`config.mk`:
```
export PLATFORM = sky130hd
export DESIGN_NAME = fx_match_pipe
export DESIGN_NICKNAME = d
export VERILOG_FILES = /design/src/rtl/fx_pkg.sv /design/src/rtl/fx_quant_round.sv /design/src/rtl/fx_match_pipe.sv
export SDC_FILE = /design/constraint.sdc
export NUM_CORES = 1
export LEC_CHECK = 0
export BUFFER_PORTS_ARGS = -buffer_cell sky130_fd_sc_hd__buf_2
export CORE_UTILIZATION = 43
export DETAILED_ROUTE_END_ITERATION = 8
export MAX_ROUTING_LAYER = met4
export PLACE_DENSITY = 0.67
export SYNTH_ARGS = -nofsm -noshare
export SYNTH_HDL_FRONTEND = slang
export SYNTH_SLANG_ARGS = --single-unit
```
`constraint.sdc`:
```
create_clock -name clk -period 1.7 [get_ports clk]
set_input_delay 0.255 -clock clk [delete_from_list [all_inputs] [get_ports clk]]
set_output_delay 0.255 -clock clk [all_outputs]
set_load 0.01 [all_outputs]
```
`src/rtl/fx_pkg.sv`:
```
// fx_pkg: shared constants and width helpers for the fixed-point converters.
//   FX_RND_*  : rounding mode selectors (truncate, half-up, half-even)
//   FX_OVF_*  : overflow mode selectors (wrap, saturate)
//   fx_shift     : fractional-bit shift from input to output format
//   fx_mid_width : width of the quantised intermediate (one spare bit when
//                  LSBs are dropped so the rounding carry cannot be lost)
package fx_pkg;

    localparam int FX_RND_TRUNC     = 0;
    localparam int FX_RND_HALF_UP   = 1;
    localparam int FX_RND_HALF_EVEN = 2;

    localparam int FX_OVF_WRAP = 0;
    localparam int FX_OVF_SAT  = 1;

    function automatic int fx_shift(input int in_frac, input int out_frac);
        return in_frac - out_frac;
    endfunction

    function automatic int fx_mid_width(input int in_w, input int in_frac, input int out_frac);
        int sh;
        sh = in_frac - out_frac;
        return (sh > 0) ? (in_w - sh + 1) : (in_w - sh);
    endfunction

endpackage

```
`src/rtl/fx_quant_round.sv`:
```
// fx_quant_round: combinational re-quantisation of a signed fixed-point word.
//   din  : signed input, IF fractional bits
//   dout : signed intermediate, OF fractional bits, width fx_mid_width()
// Left shifts pad zero LSBs; right shifts floor and then optionally add
// the rounding increment selected by ROUND_MODE.
module fx_quant_round
    import fx_pkg::*;
#(
    parameter int IW         = 13,
    parameter int IF         = 8,
    parameter int OF         = 8,
    parameter int ROUND_MODE = FX_RND_TRUNC,
    localparam int MW        = fx_mid_width(IW, IF, OF)
) (
    input  logic [IW-1:0]        din,
    output logic signed [MW-1:0] dout
);

    localparam int SH = fx_shift(IF, OF);

    if (ROUND_MODE < 0 || ROUND_MODE > 2) begin : g_bad_round
        $error("fx_quant_round: ROUND_MODE must be 0, 1 or 2");
    end

    if (SH <= 0) begin : g_left
        localparam int LS = -SH;
        logic signed [MW-1:0] ext;
        always_comb begin
            ext  = MW'($signed(din));
            dout = ext <<< LS;
        end
    end else begin : g_right
        // Sticky covers bits below the guard; for SH==1 there are none.
        localparam int SB = (SH > 1) ? SH - 1 : 1;
        logic signed [IW-1:0] sdin;
        logic signed [MW-1:0] fl;
        logic [MW-1:0]        inc_v;
        logic                 guard;
        logic                 sticky;
        logic                 inc;
        always_comb begin
            sdin   = $signed(din);
            fl     = MW'(sdin >>> SH);
            guard  = din[SH-1];
            sticky = (SH > 1) ? (|din[SB-1:0]) : 1'b0;
            case (ROUND_MODE)
                FX_RND_HALF_UP:   inc = guard;
                FX_RND_HALF_EVEN: inc = guard & (sticky | fl[0]);
                default:          inc = 1'b0;
            endcase
            inc_v    = '0;
            inc_v[0] = inc;
            dout     = fl + $signed(inc_v);
        end
    end

endmodule

```
`src/rtl/fx_match_pipe.sv`:
```
// fx_match_pipe: pipelined fixed-point format converter with valid/ready.
//   clk, rst_n        : clock, asynchronous active-low reset
//   i_valid/i_ready   : input handshake, i_data is Q(IW-IF).IF
//   o_valid/o_ready   : output handshake, o_data is Q(OW-OF).OF
//   o_ovf             : current output sample overflowed
//   ovf_cnt, clr_cnt  : saturating overflow count, synchronous clear
// Stage 1 quantises, stage 2 range-checks, stages 3..STAGES delay. A single
// enable stalls the whole pipe whenever the output is held.
module fx_match_pipe
    import fx_pkg::*;
#(
    parameter int IW         = 13,
    parameter int IF         = 8,
    parameter int OW         = 14,
    parameter int OF         = 8,
    parameter int ROUND_MODE = FX_RND_TRUNC,
    parameter int SAT_MODE   = FX_OVF_SAT,
    parameter int STAGES     = 3,
    parameter int CNT_W      = 16
) (
    input  logic             clk,
    input  logic             rst_n,
    input  logic             i_valid,
    output logic             i_ready,
    input  logic [IW-1:0]    i_data,
    output logic             o_valid,
    input  logic             o_ready,
    output logic [OW-1:0]    o_data,
    output logic             o_ovf,
    output logic [CNT_W-1:0] ovf_cnt,
    input  logic             clr_cnt
);

    localparam int MW = fx_mid_width(IW, IF, OF);

    if (STAGES < 2 || ROUND_MODE < 0 || ROUND_MODE > 2 ||
        SAT_MODE < 0 || SAT_MODE > 1 || CNT_W < 1) begin : g_bad_param
        $error("fx_match_pipe: illegal parameter combination");
    end

    logic                 en;
    logic signed [MW-1:0] q_mid;
    logic                 s1_vld;
    logic signed [MW-1:0] s1_mid;
    logic [OW-1:0]        ov_data;
    logic                 ov_flag;

    logic                 d_vld  [2:STAGES];
    logic [OW-1:0]        d_data [2:STAGES];
    logic                 d_ovf  [2:STAGES];

    always_comb begin
        en      = !o_valid || o_ready;
        i_ready = en;
    end

    fx_quant_round #(
        .IW         (IW),
        .IF         (IF),
        .OF         (OF),
        .ROUND_MODE (ROUND_MODE)
    ) u_quant (
        .din  (i_data),
        .dout (q_mid)
    );

    if (MW <= OW) begin : g_fit
        always_comb begin
            ov_data = OW'(s1_mid);
            ov_flag = 1'b0;
        end
    end else begin : g_clip
        // Value fits iff every bit from the top down to the OW sign bit agrees.
        localparam int HW = MW - OW + 1;
        logic [HW-1:0] top_bits;
        always_comb begin
            top_bits = s1_mid[MW-1:OW-1];
            ov_flag  = !((top_bits == '0) || (top_bits == '1));
            if (ov_flag && SAT_MODE == FX_OVF_SAT)
                ov_data = s1_mid[MW-1] ? {1'b1, {(OW-1){1'b0}}} : {1'b0, {(OW-1){1'b1}}};
            else
                ov_data = s1_mid[OW-1:0];
        end
    end

    always_ff @(posedge clk or negedge rst_n) begin
        if (!rst_n) begin
            s1_vld <= 1'b0;
            s1_mid <= '0;
            for (int unsigned k = 2; k <= STAGES; k++) begin
                d_vld[k]  <= 1'b0;
                d_data[k] <= '0;
                d_ovf[k]  <= 1'b0;
            end
        end else if (en) begin
            s1_vld    <= i_valid;
            s1_mid    <= q_mid;
            d_vld[2]  <= s1_vld;
            d_data[2] <= ov_data;
            d_ovf[2]  <= ov_flag & s1_vld;
            for (int unsigned k = 3; k <= STAGES; k++) begin
                d_vld[k]  <= d_vld[k-1];
                d_data[k] <= d_data[k-1];
                d_ovf[k]  <= d_ovf[k-1];
            end
        end
    end

    always_comb begin
        o_valid = d_vld[STAGES];
        o_data  = d_data[STAGES];
        o_ovf   = d_ovf[STAGES];
    end

    always_ff @(posedge clk or negedge rst_n) begin
        if (!rst_n)
            ovf_cnt <= '0;
        else if (clr_cnt)
            ovf_cnt <= '0;
        else if (o_valid && o_ready && o_ovf && (ovf_cnt != '1))
            ovf_cnt <= ovf_cnt + 1'b1;
    end

endmodule
```
* Word level (Yosys, flattened, before mapping)
Index checks and enable logic that the tools add are counted.
** Word-level totals
- Input bits :: 18
- Output and inout port bits :: 33
- Logic and storage cells :: 10
- Register bits :: 58
** Cells by class
- Muxes and demuxes :: 1
- Reduce and logical (&&, ||, !) cells :: 2
** Operators by type and width (number)
- 16-bit two-way mux :: 1
- 1-bit logical NOT :: 1
- 1-bit logical OR :: 1

* Logic depth before layout (Yosys ltp)
- Depth after elaboration :: 2
- Mapped depth :: 4
- Depth with buffers taken out :: 2

* Modules after synthesis
A second synthesis with hierarchy kept.
** Second synthesis, totals
- Cell total of the unflattened synthesis :: 136
- Area total of the unflattened synthesis :: 2113.3 um2
** Modules (own cells, without submodules)
- fx_match_pipe :: cells each 123, instances 1, area an instance 2015.7 um2, sequential area each 1051.0 um2
- fx_quant_round :: cells each 13, instances 1, area an instance 97.6 um2, sequential area each 0.0 um2

* Least setup slack after synthesis
OpenSTA, ideal clock, no wires.
- Path kind :: flip-flop to flip-flop
- From :: reg d_vld (netlist bit o_valid)
- To :: reg d_data[14] (netlist name)
- Data required time :: 1575 ps
- Cell stages (with the launch flop) :: 5
- Period minus slack after synthesis :: 1227 ps
- Library setup time :: 125 ps
- Arrival time :: 1101 ps
- Setup slack :: 473 ps
- Buffers on the path :: 2
- Path through :: dfrtp_1 > nor2b_4 > buf_12 > buf_12 > mux2_4
** On the way
- Word-level cells in the longest chain between the ends :: 2
** RTL lines
- from (decl) :: line fx_match_pipe.sv:48 : logic d_vld [2:STAGES];
- from (signal, indexed assignment) :: line fx_match_pipe.sv:102 : d_vld[k] <= d_vld[k-1];
- 1-bit logical NOT :: line fx_match_pipe.sv:53 : en = !o_valid || o_ready;
- 1-bit logical OR :: line fx_match_pipe.sv:53
- to (signal, indexed assignment) :: line fx_match_pipe.sv:103 : d_data[k] <= d_data[k-1];
- to (decl) :: line fx_match_pipe.sv:49 : logic [OW-1:0] d_data [2:STAGES];
No other way between the ends.
A chain may end at the register's enable or synchronous reset.

* Final worst setup path
- From :: reg d_vld (netlist bit o_valid)
- To :: out i_ready
** On the way
- Word-level cells in the longest chain between the ends :: 2
** RTL lines
- 1-bit logical NOT :: line fx_match_pipe.sv:53
- 1-bit logical OR :: line fx_match_pipe.sv:53
- to (decl) :: line fx_match_pipe.sv:24 : output logic i_ready,
No other way between the ends.

==> flow_summary.yaml <==
outcome:
  status: "finished, violations left"
  violations: "DRC"
detailed_routing:
  num_vias: 887
  wl_um: 2640
  first_pass_iters: 5
  drc: 6
  final_antenna_net_count: 0
  vias_per_cell: 4.48
  wire_per_inst_um: 13.3
  first_iter_violations: 77
min_path:
  min_path_type: "input port to flop"
  hold_end: "s1_mid[6]"
  min_from: "i_data[6]"
  min_path_cells: 2
yosys:
  synth.avg_cell_area_um2: 16.4
  synth_top_cell_area_share_pct: 52.1
  synth_warnings: 0
  netlist_area_um2: 2020
  ys_ff_latch: 42
  synth_top_family_by_area: "multiplexers"
  yosys.area_share.simple_pct: 0.993
  synth_compound_gate_area_share_pct: 0
  seq_area_frac_synth_pct: 52.1
  yosys.area.top_type: "dfrtp_1"
  synth-xor-area-share_pct: 0
  synth.distinct_cells: 9
  synthMuxAreaShare_pct: 30.0
  synth_fa_ha_area_share_pct: 0
  ys_top_cells_by_area: "dfrtp_1, mux2_4, buf_4"
  syn_inst: 123
finish:
  diodes: 0
  final_cell_mix: "dfrtp_1, mux2_4, buf_2"
  final_nets: 163
  drive_gt1_share_pct: 58.2
  final_common_cell: "dfrtp_1"
  utilization_pct: 47.9
  area_growth_pct: 5.52
setup_path:
  worstRegToRegCells: 3
  r2r_slack_ps: 360
  reg2reg_from: "o_valid"
  reg2reg_to: "s1_mid[10]"
  startpoint_type: "flop"
  cp-end-kind: "output pin"
  arrival_ps: 1350
  crit_fanout: 43
  worst-endpoint-required_ps: 1440
  critical_path_class: "flop to output pin"
grt:
  first_global_vias: 917
  grt_usage_pct: 12.3
  grt_overflow: 0
  antenna_found_initial: 0
  grt_pass1_wl_um: 4500
  grt_max_degree: 44
sta:
  slew_violations: 0
  fmax_mhz: 625
  skew_ps: 4.14
  fin_tns_setup_ps: 0
  finalHoldViolations: 0
  rsz0062_at_grt: "no"
  setup_violations: 0
  period_share_pct: 94.2
  final.min_clock_period_ps: 1600
cts:
  cts_root_buffer: "clkbuf_8"
  htreeDepth: 2
  cts_setup_buffers: 0
  numCtsBuffers: 5
  cts_buffer_depth: 2
  worstSkewPairLatency_ps: 280
  cts_sinks: 42
  clk_pin_slew_ps: 80
  cts_tree: "built"
power:
  p_per_area_nw_per_um2: 1520
  ir_drop_uv: 725
  p_leak_uw: 0.00107
die:
  start_util_pct: 45.4
  die_area_um2: 4970
  top_level_ports: 51
  dieHeight_um: 70.5
  core_um2: 4440
  rows: 24
  fp.dieW_um: 70.5
flow_run:
  maxCapViolations: 0
placed_design:
  port_buffers: 32
  dp_hpwl_um: 1830
  place.gp.congestion: 0.646
[power breakdown]
part	switching [µW]	internal [µW]
clock network	327	432
registers	179	1320
logic	362	618
[flip-flops by register name (all words and copies together) (netlist names)]
register	flops
d_data	13
o_data	13
s1_mid	13
d_vld	1
o_valid	1
s1_vld	1
[synthesized netlist by cell type]
cell / n
buf_4: 31
conb_1: 1
nor2b_4: 1
buf_12: 5
or2_2: 1
mux2_4: 38
inv_1: 1
mux2_2: 3
dfrtp_1: 42
[critical path: stages (launching register included)]
cell     delay [ps]
dfrtp_1         370
nor2b_4         170
buf_12          290
inv_1            60
buf_2           140
[per-layer routing]
layer / part of all wire, % / up-vias / GRT usage, %
li1: - / 404 / -
met4: 0.99 / 0 / 4.76
met2: 48 / 26 / 18.2
met3: 5.3 / 4 / 4.33
met1: 45 / 453 / 15.4
met5: 0 / - / -
[layout make-up]
class                      instances  area, µm²
clock buffer                       5       68.8
clock inverter                     3       40.0
fill                             415       2320
inverter                           1       3.75
multi-input combinational         60        688
sequential                        42       1050
tap                               52       65.1
timing repair buffer              35        210
[through the flow]
stage,cell area (µm²),std cells,total power (µW),setup slack (ps),hold slack [ps]
2_1_floorplan,2080,139,2510,473,-40.6
3_3_place_gp,2010,189,2460,408,201
3_5_place_dp,2010,189,2510,372,221
4_1_cts,2130,198,3280,81.2,183
5_1_grt,2130,198,3420,6.01,179
6_report,2130,198,3230,99.2,196
[timing repair]
item,CTS,global route
hold buffers,1,0
hold endpoints to repair,17,0
gates resized for setup,0,0
[worst max-delay path by stage]
stage / depth (start not counted) / slack (ps) / end / from
3_5_place_dp: 3 / 370 / s1_mid[10] / o_valid
5_1_grt: 4 / 6 / i_ready / o_valid
6_report: 4 / 100 / i_ready / o_valid
3_3_place_gp: 3 / 410 / s1_mid[9] / o_valid
4_1_cts: 4 / 80 / i_ready / o_valid
2_1_floorplan: 4 / 470 / d_data[14] / o_valid
[cells by family after synthesis]
family / after synthesis
other cells: 1
buf+inv: 37
simple gates: 2
flops: 42
mux: 41
Note: power is estimated with default switching activity, not from simulation.
